`config.mk`:
```
export PLATFORM = sky130hd
export DESIGN_NAME = ctrl_sequencer
export DESIGN_NICKNAME = d
export VERILOG_FILES = /design/src/rtl/ctrl_pkg.sv /design/src/rtl/ctrl_decode.sv /design/src/rtl/ctrl_sequencer.sv
export SDC_FILE = /design/constraint.sdc
export NUM_CORES = 1
export LEC_CHECK = 0
export CAP_MARGIN = 20
export CORE_UTILIZATION = 45
export DETAILED_ROUTE_END_ITERATION = 8
export GPL_TIMING_DRIVEN = 0
export PLACE_DENSITY = 0.93
export SYNTH_ARGS = -nofsm -noshare
export SYNTH_HDL_FRONTEND = slang
export SYNTH_SLANG_ARGS = --single-unit
```
`constraint.sdc`:
```
create_clock -name clk -period 3.9 [get_ports clk]
set_input_delay 0.78 -clock clk [delete_from_list [all_inputs] [get_ports clk]]
set_output_delay 0.78 -clock clk [all_outputs]
set_load 0.05 [all_outputs]
```
`src/rtl/ctrl_pkg.sv`:
```
// Shared encodings for the Mini SRC control sequencer: state codes, opcodes,
// ALU codes, instruction classes and the per-state strobe decode.
package ctrl_pkg;

  localparam logic [3:0] ST_IDLE = 4'b0000;
  localparam logic [3:0] ST_T0   = 4'b0111;
  localparam logic [3:0] ST_T1   = 4'b1000;
  localparam logic [3:0] ST_T2   = 4'b1001;
  localparam logic [3:0] ST_T3   = 4'b1010;
  localparam logic [3:0] ST_T4   = 4'b1011;
  localparam logic [3:0] ST_T5   = 4'b1100;
  localparam logic [3:0] ST_T6   = 4'b1101;
  localparam logic [3:0] ST_T7   = 4'b1110;
  localparam logic [3:0] ST_HALT = 4'b1111;

  typedef enum logic [3:0] {
    S_IDLE = ST_IDLE, S_T0 = ST_T0, S_T1 = ST_T1, S_T2 = ST_T2, S_T3 = ST_T3,
    S_T4 = ST_T4, S_T5 = ST_T5, S_T6 = ST_T6, S_T7 = ST_T7, S_HALT = ST_HALT
  } state_t;

  localparam logic [4:0] OP_LD   = 5'b00000;
  localparam logic [4:0] OP_ST   = 5'b00010;
  localparam logic [4:0] OP_ADD  = 5'b00011;
  localparam logic [4:0] OP_SUB  = 5'b00100;
  localparam logic [4:0] OP_AND  = 5'b00101;
  localparam logic [4:0] OP_OR   = 5'b00110;
  localparam logic [4:0] OP_ADDI = 5'b01100;
  localparam logic [4:0] OP_ANDI = 5'b01101;
  localparam logic [4:0] OP_ORI  = 5'b01110;
  localparam logic [4:0] OP_NOP  = 5'b11010;
  localparam logic [4:0] OP_HALT = 5'b11011;

  localparam logic [4:0] ALU_NONE = 5'b00000;
  localparam logic [4:0] ALU_ADD  = 5'b00011;
  localparam logic [4:0] ALU_SUB  = 5'b00100;
  localparam logic [4:0] ALU_AND  = 5'b00101;
  localparam logic [4:0] ALU_OR   = 5'b00110;

  typedef enum logic [2:0] {
    CLS_ALU_REG, CLS_ALU_IMM, CLS_LD, CLS_ST, CLS_NOP, CLS_HALT
  } op_class_t;

  typedef struct packed {
    logic pc_out;
    logic mar_en;
    logic pc_inc;
    logic read;
    logic write;
    logic mdr_en;
    logic mdr_out;
    logic ir_en;
    logic gra;
    logic grb;
    logic grc;
    logic r_in;
    logic r_out;
    logic y_en;
    logic c_out;
    logic z_en;
    logic zlo_out;
  } strobe_t;

  // Strobes active while sitting in state s for an instruction of class c.
  function automatic strobe_t strobes_for(input state_t s, input op_class_t c);
    strobe_t o;
    o = '0;
    case (s)
      S_T0: begin o.pc_out = 1'b1; o.mar_en = 1'b1; o.pc_inc = 1'b1; end
      S_T1: begin o.read = 1'b1; o.mdr_en = 1'b1; end
      S_T2: begin o.mdr_out = 1'b1; o.ir_en = 1'b1; end
      S_T3: begin o.grb = 1'b1; o.r_out = 1'b1; o.y_en = 1'b1; end
      S_T4: begin
        o.z_en = 1'b1;
        if (c == CLS_ALU_REG) begin o.grc = 1'b1; o.r_out = 1'b1; end
        else o.c_out = 1'b1;
      end
      S_T5: begin
        o.zlo_out = 1'b1;
        if (c == CLS_LD || c == CLS_ST) o.mar_en = 1'b1;
        else begin o.gra = 1'b1; o.r_in = 1'b1; end
      end
      S_T6: begin
        o.mdr_en = 1'b1;
        if (c == CLS_LD) o.read = 1'b1;
        else begin o.gra = 1'b1; o.r_out = 1'b1; end
      end
      S_T7: begin
        if (c == CLS_LD) begin o.mdr_out = 1'b1; o.gra = 1'b1; o.r_in = 1'b1; end
        else o.write = 1'b1;
      end
      default: o = '0;
    endcase
    return o;
  endfunction

endpackage

```
`src/rtl/ctrl_decode.sv`:
```
// Combinational opcode decode into instruction class, ALU operation and legality.
module ctrl_decode
  import ctrl_pkg::*;
#(
  parameter int OPC_W = 5,
  parameter int ALU_W = 5
) (
  input  logic [OPC_W-1:0] opc,
  output op_class_t        op_class,
  output logic [ALU_W-1:0] alu_code,
  output logic             legal
);

  always_comb begin
    op_class = CLS_NOP;
    alu_code = '0;
    legal    = 1'b1;
    case (opc)
      OPC_W'(OP_LD):   begin op_class = CLS_LD;      alu_code = ALU_W'(ALU_ADD); end
      OPC_W'(OP_ST):   begin op_class = CLS_ST;      alu_code = ALU_W'(ALU_ADD); end
      OPC_W'(OP_ADD):  begin op_class = CLS_ALU_REG; alu_code = ALU_W'(ALU_ADD); end
      OPC_W'(OP_SUB):  begin op_class = CLS_ALU_REG; alu_code = ALU_W'(ALU_SUB); end
      OPC_W'(OP_AND):  begin op_class = CLS_ALU_REG; alu_code = ALU_W'(ALU_AND); end
      OPC_W'(OP_OR):   begin op_class = CLS_ALU_REG; alu_code = ALU_W'(ALU_OR);  end
      OPC_W'(OP_ADDI): begin op_class = CLS_ALU_IMM; alu_code = ALU_W'(ALU_ADD); end
      OPC_W'(OP_ANDI): begin op_class = CLS_ALU_IMM; alu_code = ALU_W'(ALU_AND); end
      OPC_W'(OP_ORI):  begin op_class = CLS_ALU_IMM; alu_code = ALU_W'(ALU_OR);  end
      OPC_W'(OP_NOP):  op_class = CLS_NOP;
      OPC_W'(OP_HALT): op_class = CLS_HALT;
      default:         legal = 1'b0;
    endcase
  end

endmodule

```
`src/rtl/ctrl_sequencer.sv`:
```
// Moore control sequencer for the Mini SRC datapath: fetch T0-T2, class-dependent
// execute T3-T7, memory-ready stalls, run/halt control and illegal-opcode trap.
module ctrl_sequencer
  import ctrl_pkg::*;
#(
  parameter int IR_W    = 32,
  parameter int OPC_W   = 5,
  parameter int OPC_LSB = 27,
  parameter int ALU_W   = 5
) (
  input  logic             clk,
  input  logic             clr,
  input  logic             run,
  input  logic [IR_W-1:0]  ir,
  input  logic             mem_ready,
  output logic             pc_out,
  output logic             mar_en,
  output logic             pc_inc,
  output logic             read,
  output logic             write,
  output logic             mdr_en,
  output logic             mdr_out,
  output logic             ir_en,
  output logic             gra,
  output logic             grb,
  output logic             grc,
  output logic             r_in,
  output logic             r_out,
  output logic             y_en,
  output logic             c_out,
  output logic             z_en,
  output logic             zlo_out,
  output logic [ALU_W-1:0] alu_control,
  output logic             halted,
  output logic             illegal,
  output logic [3:0]       state
);

  state_t           state_reg, state_next;
  logic [OPC_W-1:0] opc_reg, opc_live, dec_opc;
  op_class_t        dec_class;
  logic [ALU_W-1:0] dec_alu, alu_reg, alu_next;
  logic             dec_legal;
  logic             illegal_reg, illegal_next, halted_reg;
  strobe_t          strobe_reg, strobe_next;
  logic             unused_ir;

  assign opc_live  = ir[OPC_LSB +: OPC_W];
  assign unused_ir = ^ir;

  // The live opcode is only trusted in T2; afterwards the latched copy drives execute.
  assign dec_opc = (state_reg == S_T2) ? opc_live : opc_reg;

  ctrl_decode #(.OPC_W(OPC_W), .ALU_W(ALU_W)) u_decode (
    .opc      (dec_opc),
    .op_class (dec_class),
    .alu_code (dec_alu),
    .legal    (dec_legal)
  );

  always_comb begin
    state_next   = state_reg;
    illegal_next = illegal_reg;
    case (state_reg)
      S_IDLE: if (run) state_next = S_T0;
      S_T0:   state_next = S_T1;
      S_T1:   if (mem_ready) state_next = S_T2;
      S_T2: begin
        if (!dec_legal) begin
          state_next   = S_HALT;
          illegal_next = 1'b1;
        end else if (dec_class == CLS_NOP) state_next = S_T0;
        else if (dec_class == CLS_HALT)    state_next = S_HALT;
        else                               state_next = S_T3;
      end
      S_T3:   state_next = S_T4;
      S_T4:   state_next = S_T5;
      S_T5: begin
        if (dec_class == CLS_LD || dec_class == CLS_ST) state_next = S_T6;
        else state_next = run ? S_T0 : S_IDLE;
      end
      S_T6:   if (dec_class == CLS_ST || mem_ready) state_next = S_T7;
      S_T7:   if (dec_class == CLS_LD || mem_ready) state_next = run ? S_T0 : S_IDLE;
      S_HALT: state_next = S_HALT;
      default: state_next = S_IDLE;
    endcase
    // Outputs are precomputed for the state being entered so they come straight off flops.
    strobe_next = strobes_for(state_next, dec_class);
    alu_next    = (state_next == S_T4) ? dec_alu : '0;
  end

  always_ff @(posedge clk or negedge clr) begin
    if (!clr) begin
      state_reg   <= S_IDLE;
      opc_reg     <= '0;
      strobe_reg  <= '0;
      alu_reg     <= '0;
      halted_reg  <= 1'b0;
      illegal_reg <= 1'b0;
    end else begin
      state_reg   <= state_next;
      if (state_reg == S_T2) opc_reg <= opc_live;
      strobe_reg  <= strobe_next;
      alu_reg     <= alu_next;
      halted_reg  <= (state_next == S_HALT);
      illegal_reg <= illegal_next;
    end
  end

  assign pc_out      = strobe_reg.pc_out;
  assign mar_en      = strobe_reg.mar_en;
  assign pc_inc      = strobe_reg.pc_inc;
  assign read        = strobe_reg.read;
  assign write       = strobe_reg.write;
  assign mdr_en      = strobe_reg.mdr_en;
  assign mdr_out     = strobe_reg.mdr_out;
  assign ir_en       = strobe_reg.ir_en;
  assign gra         = strobe_reg.gra;
  assign grb         = strobe_reg.grb;
  assign grc         = strobe_reg.grc;
  assign r_in        = strobe_reg.r_in;
  assign r_out       = strobe_reg.r_out;
  assign y_en        = strobe_reg.y_en;
  assign c_out       = strobe_reg.c_out;
  assign z_en        = strobe_reg.z_en;
  assign zlo_out     = strobe_reg.zlo_out;
  assign alu_control = alu_reg;
  assign halted      = halted_reg;
  assign illegal     = illegal_reg;
  assign state       = state_reg;

endmodule

```
==> out/results.txt <==
measured slew at the worst slew-check pin: 0.496 ns
final hold violation count: 0
status: finished clean
vias: 1405
Tmin final: 2.82 ns
r2r endpoint: r_out$_DFF_PN0_
initial drt markers: 62
r2r startpoint: state[2]$_DFF_PN0_
Place WS: 0.766 ns
largest net degree at the start of global routing: 23
most frequent cells in the layout: clkdlybuf4s50_1, dfrtp_1, nand2_1
Nets: 246
final worst setup slack: 1.08 ns
R2R setup slack: 1.46 ns
cell count of the worst reg-to-reg path: 7
layout cell share with drive strength beyond 1: 0.147
WL/cell: 13.7 microns
remaining global-route overflow: 0
Distinct cells, synth: 58
sequential fraction of the synthesis area: 0.441
startpoint types: primary input
WHS Endpoint: illegal$_DFFE_PN0P_
DR pass1 iterations: 4
peak supply drop: 0.000285 V
Setup CP Type: in2reg
final cycle utilization of the critical path: 0.724
number of global-route vias before repair: 1287
Min-Delay Path Depth: 1
unrepaired setup endpoints after global routing: no
Die Span Y: 62.4 microns
Via density: 5.47
GRT Total Usage: 0.199
Worst Path Arrival: 3.03 ns
IO buf count: 33
Clock Latency Late Sink: 0.33 ns
fin. max-slew vios: 0
dpl cell area: 2050 sq um
max-cap check violation count: 0
Worst Path Required: 4.11 ns
width of the die: 62.4 microns
Rows: 21
Primary FF master, synth: dfrtp_1
Core Box Area: 3420 sq um
max reg flops: 5
area of the mapped netlist: 1640 sq um
Crit. End Element: flip-flop
Starting Density: 0.481
commonest non-fill, non-tap cell in the layout: clkdlybuf4s50_1
H-tree depth: 2
# clock sinks: 29
# diodes: 0
area delta synth->final: 29.0%
Final Instance Area: 2120 sq um
min-delay worst type: reg2reg
RD Place Congestion: 0.863
drt drc: 0
YS warnings: 0
CTS buffer count: 5
hpwl dp: 2550 microns
TritonCTS clock tree: done
final setup fails: 0
Reg clk slew, reported paths: 0.10 ns
post-CTS setup buffers: 0
HP Start: illegal$_DFFE_PN0P_
post-detailed-routing wire length: 3520 microns
Slew Limit Headroom: 0.668
first-pass GRT wire length: 6040 microns
Worst Skew: 0.0129 ns
CTS Buffer Depth: 2
Clk Tree Root Cell: clkbuf_4
Yosys reg bits: 29
leakage power: 0.927 nW
final antenna-violating net count: 0
hold_buf cts: 0
initial antenna violation count: 0
pwr dens: 632 nW/um^2
CP max FO: 6
number of synthesized flops with an enable pin: 0
Fillers: 296
asr flop ratio synth: 1.00
Max Clock Freq: 0.354 GHz
die area: 3900 sq um
setup TNS: 0 ns
Synth Area per Inst: 9.79 sq um
num ports: 64
Syn Inst Count: 168
Gates resized, CTS repair: 0
-- area by class of cell --
| type | instances | area (sq um) | area share |
|---|---|---|---|
| Buffer | 11 | 62.6 | 0.0295 |
| Clock buffer | 7 | 65.1 | 0.0307 |
| Clock inverter | 1 | 5.00 | 0.00236 |
| Inverter | 9 | 33.8 | 0.0159 |
| Multi-Input combinational cell | 120 | 826 | 0.389 |
| Sequential cell | 29 | 726 | 0.342 |
| Tap cell | 46 | 57.6 | 0.0271 |
| Timing Repair Buffer | 34 | 345 | 0.163 |
-- power breakdown --
part           switching (mW)  total (mW)  internal (mW)
clock network           0.105       0.210          0.104
logic                   0.440       0.685          0.245
registers              0.0738       0.446          0.372
total                   0.619        1.34          0.722
-- worst max path at each step --
stage | from | to | slack (ns) | cells after the start
finish | ir[27] | r_out$_DFF_PN0_ | 1.08 | 8
global route | ir[27] | r_out$_DFF_PN0_ | 0.97 | 8
CTS | ir[27] | r_out$_DFF_PN0_ | 1.11 | 8
detailed placement | ir[27] | r_out$_DFF_PN0_ | 0.77 | 8
global placement | ir[27] | r_out$_DFF_PN0_ | 0.81 | 8
floorplan | ir[30] | r_out$_DFF_PN0_ | 1.38 | 8
-- synth_stat cells, drive strengths merged, types with 3 or more instances --
library cell	number	area [sq um]
a21oi	6	30.0
and2	5	31.3
buf	7	47.6
clkbuf	4	15.0
dfrtp	29	726
inv	9	33.8
nand2	20	77.6
nand2b	4	25.0
nand3	5	25.0
nand3b	4	30.0
nand4	3	18.8
nor2	12	47.6
nor2b	5	33.8
nor3	5	30.0
nor4	3	31.3
o21ai	3	15.0
or2	3	18.8
xor2	3	26.3
-- worst max-delay path: stages --
cell and delay (ns):
clkdlybuf4s50_1 0.51, nor4_2 0.40, mux2i_2 0.19, o311a_1 0.43
nor2b_2 0.18, nand2_2 0.14, nor2_2 0.06, or3b_1 0.33
-- through the flow --
stage,cells,power [mW],util,hold slack [ns]
after detailed placement,249,1.13,0.600,0.466
after CTS,257,1.34,0.621,0.495
after floorplan,169,0.930,-,0.484
after global placement,248,1.12,0.596,0.464
final,257,1.34,0.621,0.492
after global routing,257,1.42,0.621,0.517
-- kinds of logic (layout without fill, tap and decap cells) --
| kind of cell | after synthesis | in the layout | share of synthesized area |
|---|---|---|---|
| AND/OR/NAND/NOR | 78 | 78 | 0.277 |
| AO/OA/AOI/OAI | 34 | 34 | 0.174 |
| flip-flops | 29 | 29 | 0.441 |
| buffers and inverters | 20 | 62 | 0.0586 |
| XOR/XNOR | 3 | 3 | 0.0160 |
| multiplexers | 3 | 3 | 0.0312 |
| other | 1 | 2 | 0.00228 |
-- routing by layer --
layer | GRT usage | vias to the layer above | part of all wire
met5 | 0 | - | 0
met4 | 0.110 | 0 | 0.026
met3 | 0.0474 | 8 | 0.067
met2 | 0.296 | 63 | 0.46
met1 | 0.266 | 655 | 0.44
li1 | - | 679 | -
Note: power is estimated with default switching activity, not from simulation.
